**config.mk**
```make
export PLATFORM = sky130hd
export DESIGN_NAME = counter_reader
export DESIGN_NICKNAME = d
export VERILOG_FILES = /design/src/rtl/counter_reader.sv
export SDC_FILE = /design/constraint.sdc
export NUM_CORES = 1
export LEC_CHECK = 0
export ABC_AREA = 1
export BUFFER_PORTS_ARGS = -buffer_cell sky130_fd_sc_hd__buf_2
export CAP_MARGIN = 5
export CORE_MARGIN = 1.5
export CORE_UTILIZATION = 40
export DETAILED_ROUTE_END_ITERATION = 12
export PLACE_DENSITY_LB_ADDON = 0.25
export SYNTH_ARGS = -nofsm -noshare
export SYNTH_HDL_FRONTEND = slang
export SYNTH_SLANG_ARGS = --single-unit
export TNS_END_PERCENT = 1
```
**constraint.sdc**
```tcl
create_clock -name clk -period 1.66 [get_ports clk]
set_input_delay 0.332 -clock clk [delete_from_list [all_inputs] [get_ports clk]]
set_output_delay 0.332 -clock clk [all_outputs]
set_load 0.01 [all_outputs]
```
**src/rtl/counter_reader.sv**
```systemverilog
// Requester for the counter block read port: sweeps every counter index over
// req/idx -> valid/data_out and latches each answer (or a timeout) per index.

module counter_reader_slot #(
  parameter int DATA_W = 5
) (
  input  logic              clk,
  input  logic              reset,
  input  logic              clr,
  input  logic              cap,
  input  logic              expire,
  input  logic [DATA_W-1:0] d,
  output logic [DATA_W-1:0] q,
  output logic              tmo
);
  always_ff @(posedge clk) begin
    if (reset || clr) begin
      q   <= '0;
      tmo <= 1'b0;
    end else begin
      if (cap)    q   <= d;
      if (expire) tmo <= 1'b1;
    end
  end
endmodule

module counter_reader #(
  parameter int NUM_CNT = 5,
  parameter int DATA_W  = 5,
  parameter int TIMEOUT = 8
) (
  input  logic                      clk,
  input  logic                      reset,
  input  logic                      start,
  input  logic                      idle,
  input  logic                      valid,
  input  logic [DATA_W-1:0]         data_out,
  output logic                      req,
  output logic [2:0]                idx,
  output logic                      busy,
  output logic                      done,
  output logic                      err,
  output logic [NUM_CNT-1:0]        timeout_mask,
  output logic [NUM_CNT*DATA_W-1:0] snap
);
  localparam int CW = $clog2(TIMEOUT + 1);

  typedef enum logic [1:0] {IDLE_S, REQ, GAP, DONE} state_t;

  state_t                          state;
  logic [CW-1:0]                   wait_cnt;
  logic                            clr, hit, expire;
  logic [NUM_CNT-1:0][DATA_W-1:0]  snap_q;
  logic [NUM_CNT-1:0]              tmo_q;

  // req follows idle combinationally so a busy counter block pauses the sweep
  // in the same cycle without a stale request.
  assign req    = (state == REQ) && idle;
  assign clr    = (state == IDLE_S) && start;
  assign hit    = req && valid;
  assign expire = req && !valid && (wait_cnt == CW'(TIMEOUT - 1));

  always_ff @(posedge clk) begin
    if (reset) begin
      state    <= IDLE_S;
      idx      <= '0;
      wait_cnt <= '0;
      busy     <= 1'b0;
      done     <= 1'b0;
    end else begin
      case (state)
        IDLE_S: begin
          done <= 1'b0;
          if (start) begin
            state    <= REQ;
            idx      <= '0;
            wait_cnt <= '0;
            busy     <= 1'b1;
          end
        end
        REQ: begin
          if (hit) begin
            state <= GAP;
          end else if (idle) begin
            wait_cnt <= wait_cnt + CW'(1);
            if (expire) state <= GAP;
          end
        end
        GAP: begin
          if (idx == 3'(NUM_CNT - 1)) begin
            state <= DONE;
            done  <= 1'b1;
          end else begin
            idx      <= idx + 3'd1;
            wait_cnt <= '0;
            state    <= REQ;
          end
        end
        DONE: begin
          done  <= 1'b0;
          busy  <= 1'b0;
          idx   <= '0;
          state <= IDLE_S;
        end
        default: state <= IDLE_S;
      endcase
    end
  end

  for (genvar i = 0; i < NUM_CNT; i++) begin : g_slot
    counter_reader_slot #(.DATA_W(DATA_W)) u_slot (
      .clk    (clk),
      .reset  (reset),
      .clr    (clr),
      .cap    (hit && (idx == 3'(i))),
      .expire (expire && (idx == 3'(i))),
      .d      (data_out),
      .q      (snap_q[i]),
      .tmo    (tmo_q[i])
    );
  end

  assign snap         = snap_q;
  assign timeout_mask = tmo_q;
  assign err          = |tmo_q;
endmodule

```
======== Yosys cells after proc, flatten, opt, wreduce, memory -nomap -nowiden ========
Cells that the tools add are included.
operators by class
  $add $sub $neg .......................... 2
  reductions and logical operators ........ 30
  eq/ne operators ......................... 15
  multiplexer cells ....................... 18
operators by type and width
  cell                   count
  $mux W4                4
  $logic_and A1 B1 Y1    15
  $pmux W4 S3            1
  $mux W2                5
  $ne A2 B2 Y1 const B   5
  $pmux W3 S3            1
  $pmux W2 S4            1
  $eq A3 B2 Y1 const B   2
  $mux W3                2
  $ne A3 B3 Y1 const B   2
  $reduce_and A3 Y1      2
  $reduce_bool A3 Y1     2
  $reduce_and A5 Y1      1
  $reduce_or A5 Y1       1
  $add A4 B1 Y4 const B  1
  $eq A2 B2 Y1 const B   2
  $eq A4 B3 Y1 const B   1
  $pmux W1 S2            2
  $reduce_and A2 Y1      2
  $reduce_bool A2 Y1     2
  $add A3 B1 Y3 const B  1
  $eq A3 B1 Y1 const B   1
  $eq A3 B3 Y1 const B   1
  $logic_not A3 Y1       1
  6 further kinds        7
word-level totals
  bits of input ports ..................... 10
  bits in registers ....................... 41
  output and inout port bits .............. 37
  word-level logic and storage cells ...... 80

======== Logic depth before layout (Yosys ltp) ========
Gate-level depths: netlist (run 1).
  depth in word-level cells ............... 8
  depth in mapped cells ................... 10
  mapped depth without buffers ............ 10

======== Hierarchy ========
Synthesis (run 1) repeated with hierarchy kept, for this count alone.
unflattened totals
  cells, all modules ...................... 297
  area, all modules ....................... 2,077.0 um^2
modules (own cells, without submodules)
  module               area an instance (um^2)  seq. area each (um^2)  times used  cells an instance
  counter_reader_slot  244.0                    120.1                  5           34
  counter_reader       857.1                    220.2                  1           127

======== Worst setup path before layout (run 1) ========
Ideal clock, no wire load.
  path kind ............................... flip-flop to flip-flop
  start point ............................. reg idx[0]
  end point ............................... reg wait_cnt[1]
  clock period less this slack ............ 1.421 ns
  library setup time ...................... 0.116 ns
  cell stages (with the launch flop) ...... 9
  arrival time ............................ 1.305 ns
  setup slack ............................. 0.239 ns
  buffers on the path ..................... 0
  data required time ...................... 1.544 ns
  path through ............................ dfxtp_1 inv_1 ha_1 nand3_1 nand3_1 nor2_1 nand2_1 o21ai_0 nor2_1
on the way
  word-level cells in the longest chain between the ends .. 3
ends and longest elaborated chain
  what                                line  source
  from (decl)                         39    output logic [2:0] idx,
  from (signal assigned)              94    idx <= idx + 3'd1;
  $eq A3 B3 Y1                        90    if (idx == 3'(NUM_CNT - 1)) begin
  $ne A2 B2 Y1 (no source line)       n/a
  $reduce_and A5 Y1 (no source line)  n/a
  to (signal assigned)                85    wait_cnt <= wait_cnt + CW'(1);
  to (decl)                           51    logic [CW-1:0] wait_cnt;
Every way passes these cells.
A chain may end at the register's enable or synchronous reset.

======== Final worst setup path (run 1) ========
  start point ............................. reg state[1]
  end point ............................... out req
on the way
  word-level cells in the longest chain between the ends .. 2
ends and longest elaborated chain
  what                    line  source
  from (decl)             50    state_t state;
  from (signal assigned)  65    state <= IDLE_S;
  from (signal assigned)  75    state <= REQ;
  from (signal assigned)  83    state <= GAP;
  $eq A2 B1 Y1            58    assign req = (state == REQ) && idle;
  $logic_and A1 B1 Y1     58
  to (decl)               38    output logic req,
Every way passes these cells.

==> results.toml, run 1 <==
[setup_path]
crit_path_max_fanout = 6
worst_path_most_repeated_cell = "inv_1"
crit_path_top_delay_cell = "dfxtp_1"
cp.arrival_ps = 1220
cp-start-kind = "register"
worstSetupPathType = "reg -> out"
crit_required_ps = 1330
end_kind = "output port"
worstPathCellList = "inv_1 > ha_4 > nand2_2 > inv_1 > buf_2"
slowest_delay_ps = 360

[sta]
finalMaxSlewViolations = 0
setup_violations = 0
fin_crit_ps = 1560
setup_ws_ps = 103
rsz0062_at_grt = "yes"
tightest_slew_ps = 268
skew_ps = 9.15
timing.fmax_mhz = 642
relSlewSlack_pct = 82.0
hold_violations = 0
period_share_pct = 93.8

[route]
avgRoutedWirePerCell_um = 11.6
first_pass_iters = 4
vias_per_cell = 4.73
routed_wl_mm = 4.12
num_vias = 1679
drc_errors = 0
drtIter0Drc = 95
drtAntennaViolNets = 0

[synth]
ys.flop_type = "dfxtp_1"
syn_inst = 251
synth_simple_gate_area_share_pct = 26.6
syn_nets = 271
synthMuxAreaShare_pct = 0
synth_edf_count = 0
seq_area_frac_synth_pct = 44.8
syn-cell-area_um2 = 1830
ys_ff_latch = 41
synth_top_family_by_area = "simple AND/OR/NAND/NOR gates"
synth_fa_ha_area_share_pct = 6.83
synthArstFlopShare_pct = 0
synth.distinct_cells = 19
yosysWarnings = 0
synth-compound-area-share_pct = 13.4
synth_xor_area_share_pct = 0
avgSynthCellArea_um2 = 7.30

[pwr]
power_leakage_nw = 1.04
ir_drop_mv = 0.550
power_density_nw_per_um2 = 1200

[clock_tree]
cts_made_buffers = 5
cts_setup_buffers = 0
htreeDepth = 2
clk_pin_slew_ps = 80
tritoncts = "yes"
cts.root.buffer_cell = "clkbuf_8"
ctsLongestPathBuffers = 2
cts.sinks = 41
insertion_delay_ps = 300

[global_routing]
grt_pass1_wl_mm = 6.66
antenna_found_initial = 0
track_usage_pct = 16.9
grt_pass1_vias = 1466
grt_max_degree = 26
grt_remaining_overflow = 0

[cells_and_area]
fillers = 447
final_cell_mix = "nand2_1 (82), buf_2 (46), dfxtp_1 (39), a21oi_1 (37), inv_1 (27)"
n_antenna_cell = 0
final_nets = 322
mostFrequentLayoutCell = "nand2_1"
areaGrowthSynthToFinish_pct = 23.2
drive_above_1_share_pct = 24.1
finalInstanceArea_um2 = 2260

[job]
maxCapViolCount = 0

[hold_path]
hold_path_class = "in -> reg"

[die]
pin_count = 47
coreArea_um2 = 4380
die_y_um = 70.7
die_x_um = 70.7
initial_utilization_pct = 41.8
die_area_um2 = 4990
num_rows = 24

[placed_design]
place_hpwl_mm = 3.01
io_buffers = 46
preCtsSetupSlack_ps = 104
placed_area_um2 = 2120
gp_congestion = 0.769

[status]
status = "finished clean"
-- final cells by class --
cell class / count / area [µm²] / share of cell area (%)
inverters: 27 / 101 / 4.49
clock buffers: 6 / 82.6 / 3.66
flip-flops and latches: 41 / 823 / 36.5
clock inverters: 2 / 37.5 / 1.66
multi-input cells: 175 / 872 / 38.6
repair buffers: 52 / 275 / 12.2
well taps: 52 / 65.1 / 2.88
-- through the flow --
stage          TNS, ps  hold slack (ps)  power (mW)  std cells  util (%)
6_report             0              314        2.72        355      51.5
5_1_grt          -22.0              323        2.88        355      51.5
4_1_cts              0              305        2.70        355      51.1
3_5_place_dp         0              448        1.85        347      48.3
3_3_place_gp         0              445        1.85        347      48.3
2_1_floorplan        0              401        1.65        251         -
-- cells in the mapped netlist, types with 2 or more instances --
cell | count | area (µm²)
nand2_1 | 82 | 308
inv_1 | 27 | 101
nand2_2 | 5 | 31.3
nor2_1 | 19 | 71.3
o21ba_2 | 2 | 20.0
buf_4 | 5 | 37.5
buf_2 | 3 | 15.0
a21oi_1 | 37 | 185
ha_1 | 10 | 125
nand4_1 | 2 | 12.5
nand3_1 | 7 | 35.0
dfxtp_1 | 41 | 821
o21ai_0 | 5 | 25.0
-- routing by layer --
metal | track usage (%) | share of wire (%) | vias up
met5 | 0 | 0 | -
met1 | 23.3 | 49 | 743
met3 | 4.42 | 4.7 | 4
met2 | 25.7 | 45 | 43
met4 | 5.66 | 1.0 | 0
li1 | - | - | 889
-- cells by family (layout without fill, tap and decap cells) --
logic type               Yosys count  after routing
flip-flops                        41             41
AND/OR/NAND/NOR                  119            119
buffers and inverters             35             87
adder cells (fa/ha/maj)           10             10
AO/OA/AOI/OAI                     46             46
-- sequential cells by signal (all words and copies together), names as in the netlist --
register,flops
g_slot.u_slot.tmo,5
wait_cnt,4
g_slot.u_slot.q,25
busy,1
state,2
idx,3
done,1
-- path summary, 6_finish.rpt --
check | from | slack, ps | depth (start not counted) | end
worst min-delay path | reset | 310 | 2 | idx[2]$_SDFFE_PP0P_
worst min register to register | g_slot[1].u_slot.q[2]$_SDFFE_PP0P_ | 460 | 2 | g_slot[1].u_slot.q[2]$_SDFFE_PP0P_
worst max register to register | state[1]$_SDFFE_PP0P_ | 140 | 6 | g_slot[0].u_slot.q[4]$_SDFFE_PP0P_
worst max-delay path | state[1]$_SDFFE_PP0P_ | 100 | 5 | req
-- timing repair --
action,4_1_cts,5_1_grt
pin swaps,0,0
gates resized for setup,1,4
endpoints found under the setup margin,1,9
hold buffers,0,0
-- power by group --
| group | leakage [nW] | total, mW | switching (mW) | internal (mW) |
|---|---|---|---|---|
| combinational | 0.647 | 0.738 | 0.475 | 0.262 |
| clock | 0.0574 | 0.849 | 0.360 | 0.489 |
| sequential | 0.332 | 1.13 | 0.0721 | 1.06 |
| total | 1.04 | 2.72 | 0.908 | 1.81 |
-- worst max-delay path, delay by kind of cell (launching register included) --
kind,cells,cell delay [ps]
fa+ha+maj,1,200
buf+inv,3,290
flops,1,360
simple gates,1,70
(Power assumes the default switching activity.)
==> run 2: changes to the inputs <==
--- a/config.mk
+++ b/config.mk
@@ -14,5 +14,6 @@
 export PLACE_DENSITY_LB_ADDON = 0.25
 export SYNTH_ARGS = -nofsm -noshare
 export SYNTH_HDL_FRONTEND = slang
+export SYNTH_HIERARCHICAL = 1
 export SYNTH_SLANG_ARGS = --single-unit
 export TNS_END_PERCENT = 1
==> results.toml, run 2 <==
[global_routing]
grt_pass1_wl_mm = 6.92
grt_max_degree = 13
grt_remaining_overflow = 0
grt_pass1_vias = 1562
antenna_found_initial = 0
track_usage_pct = 16.4

[sta]
hold_slack_ps = 377
tightest_slew_ps = 477
tns_ps = 0
finalMaxSlewViolations = 0
relSlewSlack_pct = 68.2
period_share_pct = 95.5
hold_violations = 0
skew_ps = 4.81
fin_crit_ps = 1590
setup_violations = 0
timing.fmax_mhz = 631
rsz0062_at_grt = "yes"

[setup_path]
r2r_cells = 7
cp-start-kind = "register"
worstSetupPathType = "reg -> out"
crit_path_max_fanout = 5
rr_endpoint = "g_slot[0].u_slot/q[3]$_SDFFE_PP0P_"
r2r-start = "state[0]$_SDFFE_PP0P_"
r2r_slack_ps = 140
end_kind = "output port"
cp.arrival_ps = 1250
crit_required_ps = 1330

[synth]
avgSynthCellArea_um2 = 6.99
syn_inst = 297
syn_nets = 317
synthArstFlopShare_pct = 0
yosysWarnings = 6
synth_common_cells = "nand2_1 (75), nor2_1 (69), inv_1 (46)"
seq_area_frac_synth_pct = 39.5
synth_top_area_share_pct = 39.5
synth_edf_count = 0
yosys.area.top_type = "dfxtp_1"
synth_most_common_cell = "nand2_1"
syn-cell-area_um2 = 2080
ys.flop_type = "dfxtp_1"
synthTopCellsByArea = "dfxtp_1 (40%), nand2_1 (14%), nor2_1 (12%), inv_1 (8.3%), ha_1 (6.0%)"
ys_ff_latch = 41
synth.distinct_cells = 20

[cells_and_area]
mostFrequentLayoutCell = "nand2_1"
reg.largest.list = "g_slot.u_slot/q x25, g_slot.u_slot/tmo x5, wait_cnt x4"
multiInputGateArea_um2 = 1020
area.sequential_um2 = 822
n_antenna_cell = 0
areaGrowthSynthToFinish_pct = 20.8
largest_reg_flops = 25
final_cell_mix = "nand2_1 (75), nor2_1 (69), inv_1 (46), buf_2 (46), dfxtp_1 (40)"
drive_above_1_share_pct = 23.9
final_nets = 371
fillers = 528
largest-register = "g_slot.u_slot/q"

[placed_design]
io_buffers = 46
place_hpwl_mm = 3.24
gp_congestion = 0.812

[die]
die_x_um = 75.1
num_rows = 26
pin_count = 47
coreArea_um2 = 5040
die_y_um = 75.1
die_area_um2 = 5630
initial_utilization_pct = 41.2

[pwr]
power_mw = 2.89
power_density_nw_per_um2 = 1150
ir_drop_mv = 0.646
power_leakage_nw = 1.27

[clock_tree]
htreeDepth = 2
cts_made_buffers = 5
insertion_delay_ps = 290
clk_pin_slew_ps = 80
tritoncts = "yes"
cts.root.buffer_cell = "clkbuf_8"
cts.sinks = 41
ctsLongestPathBuffers = 2

[route]
routed_wl_mm = 4.37
drtAntennaViolNets = 0
avgRoutedWirePerCell_um = 10.3
first_pass_iters = 4
vias_per_cell = 4.29
drc_errors = 0
drtIter0Drc = 72
num_vias = 1810

[hold_path]
min_from = "reset"
min_path_cells = 2
worstHoldEndpoint = "wait_cnt[3]$_SDFFE_PP0P_"
hold_path_class = "in -> reg"

[job]
maxCapViolCount = 0

[status]
status = "finished clean"
==> run 2: logic make-up after synthesis <==
logic type / after synthesis / synth area share (%)
AOI/OAI and AO/OA: 20 / 6.08
and+or+nand+nor: 172 / 36.4
adders and majority gates: 10 / 6.02
DFF: 41 / 39.5
buffers and inverters: 54 / 11.9
==> run 2: area by class of cell <==
class	instances	share of cell area, %
Tap cell	70	3.49
Sequential cell	41	32.8
Clock buffer	7	3.44
Timing Repair Buffer	53	11.3
Multi-Input combinational cell	202	40.7
Inverter	48	7.18
Clock inverter	1	1.20
==> run 2: per-layer routing <==
layer | track usage [%] | routed length (µm) | up-vias
met5 | 0 | 0 | -
met1 | 21.9 | 2170 | 773
met4 | 6.67 | 64 | 0
met3 | 4.15 | 205 | 6
met2 | 25.2 | 1930 | 36
li1 | - | - | 995
==> run 2: where the power goes <==
group          leakage [nW]  internal [mW]  switching, mW
Clock                0.0585          0.491          0.355
Combinational         0.881          0.325          0.590
Sequential            0.332           1.06         0.0721
Total                  1.27           1.88           1.02
==> run 2: what timing repair did <==
item | in CTS | in global routing
setup endpoints to repair | 1 | 12
gates resized for setup | 1 | 3
hold buffers | 0 | 0
buffers inserted | 0 | 0
==> run 2: per-stage QoR <==
stage,utilization (%),setup slack [ps],cells,cell area (µm²)
6_report,49.8,74.8,422,2510
5_1_grt,49.8,-1.72,422,2510
4_1_cts,49.5,14.7,422,2500
3_5_place_dp,47.2,150,414,2380
3_3_place_gp,47.2,174,414,2380
2_1_floorplan,-,294,297,2080
==> run 2: worst max path at each step <==
| stage | start | to | slack (ps) | depth (start not counted) |
|---|---|---|---|---|
| floorplan | idx[0]$_SDFFE_PP0P_ | wait_cnt[1]$_SDFFE_PP0P_ | 290 | 8 |
| global placement | state[0]$_SDFFE_PP0P_ | wait_cnt[1]$_SDFFE_PP0P_ | 170 | 8 |
| detailed placement | state[1]$_SDFFE_PP0P_ | g_slot[1].u_slot/q[1]$_SDFFE_PP0P_ | 150 | 8 |
| CTS | state[1]$_SDFFE_PP0P_ | req | 10 | 5 |
| global route | state[1]$_SDFFE_PP0P_ | g_slot[2].u_slot/q[1]$_SDFFE_PP0P_ | -2 | 8 |
| finish | state[1]$_SDFFE_PP0P_ | req | 70 | 5 |
==> run 2: critical path, cell delays in order, from the launching register on <==
cell	delay (ps)
dfxtp_2	370
inv_1	80
ha_2	200
nand2_1	70
clkinv_1	80
buf_2	150
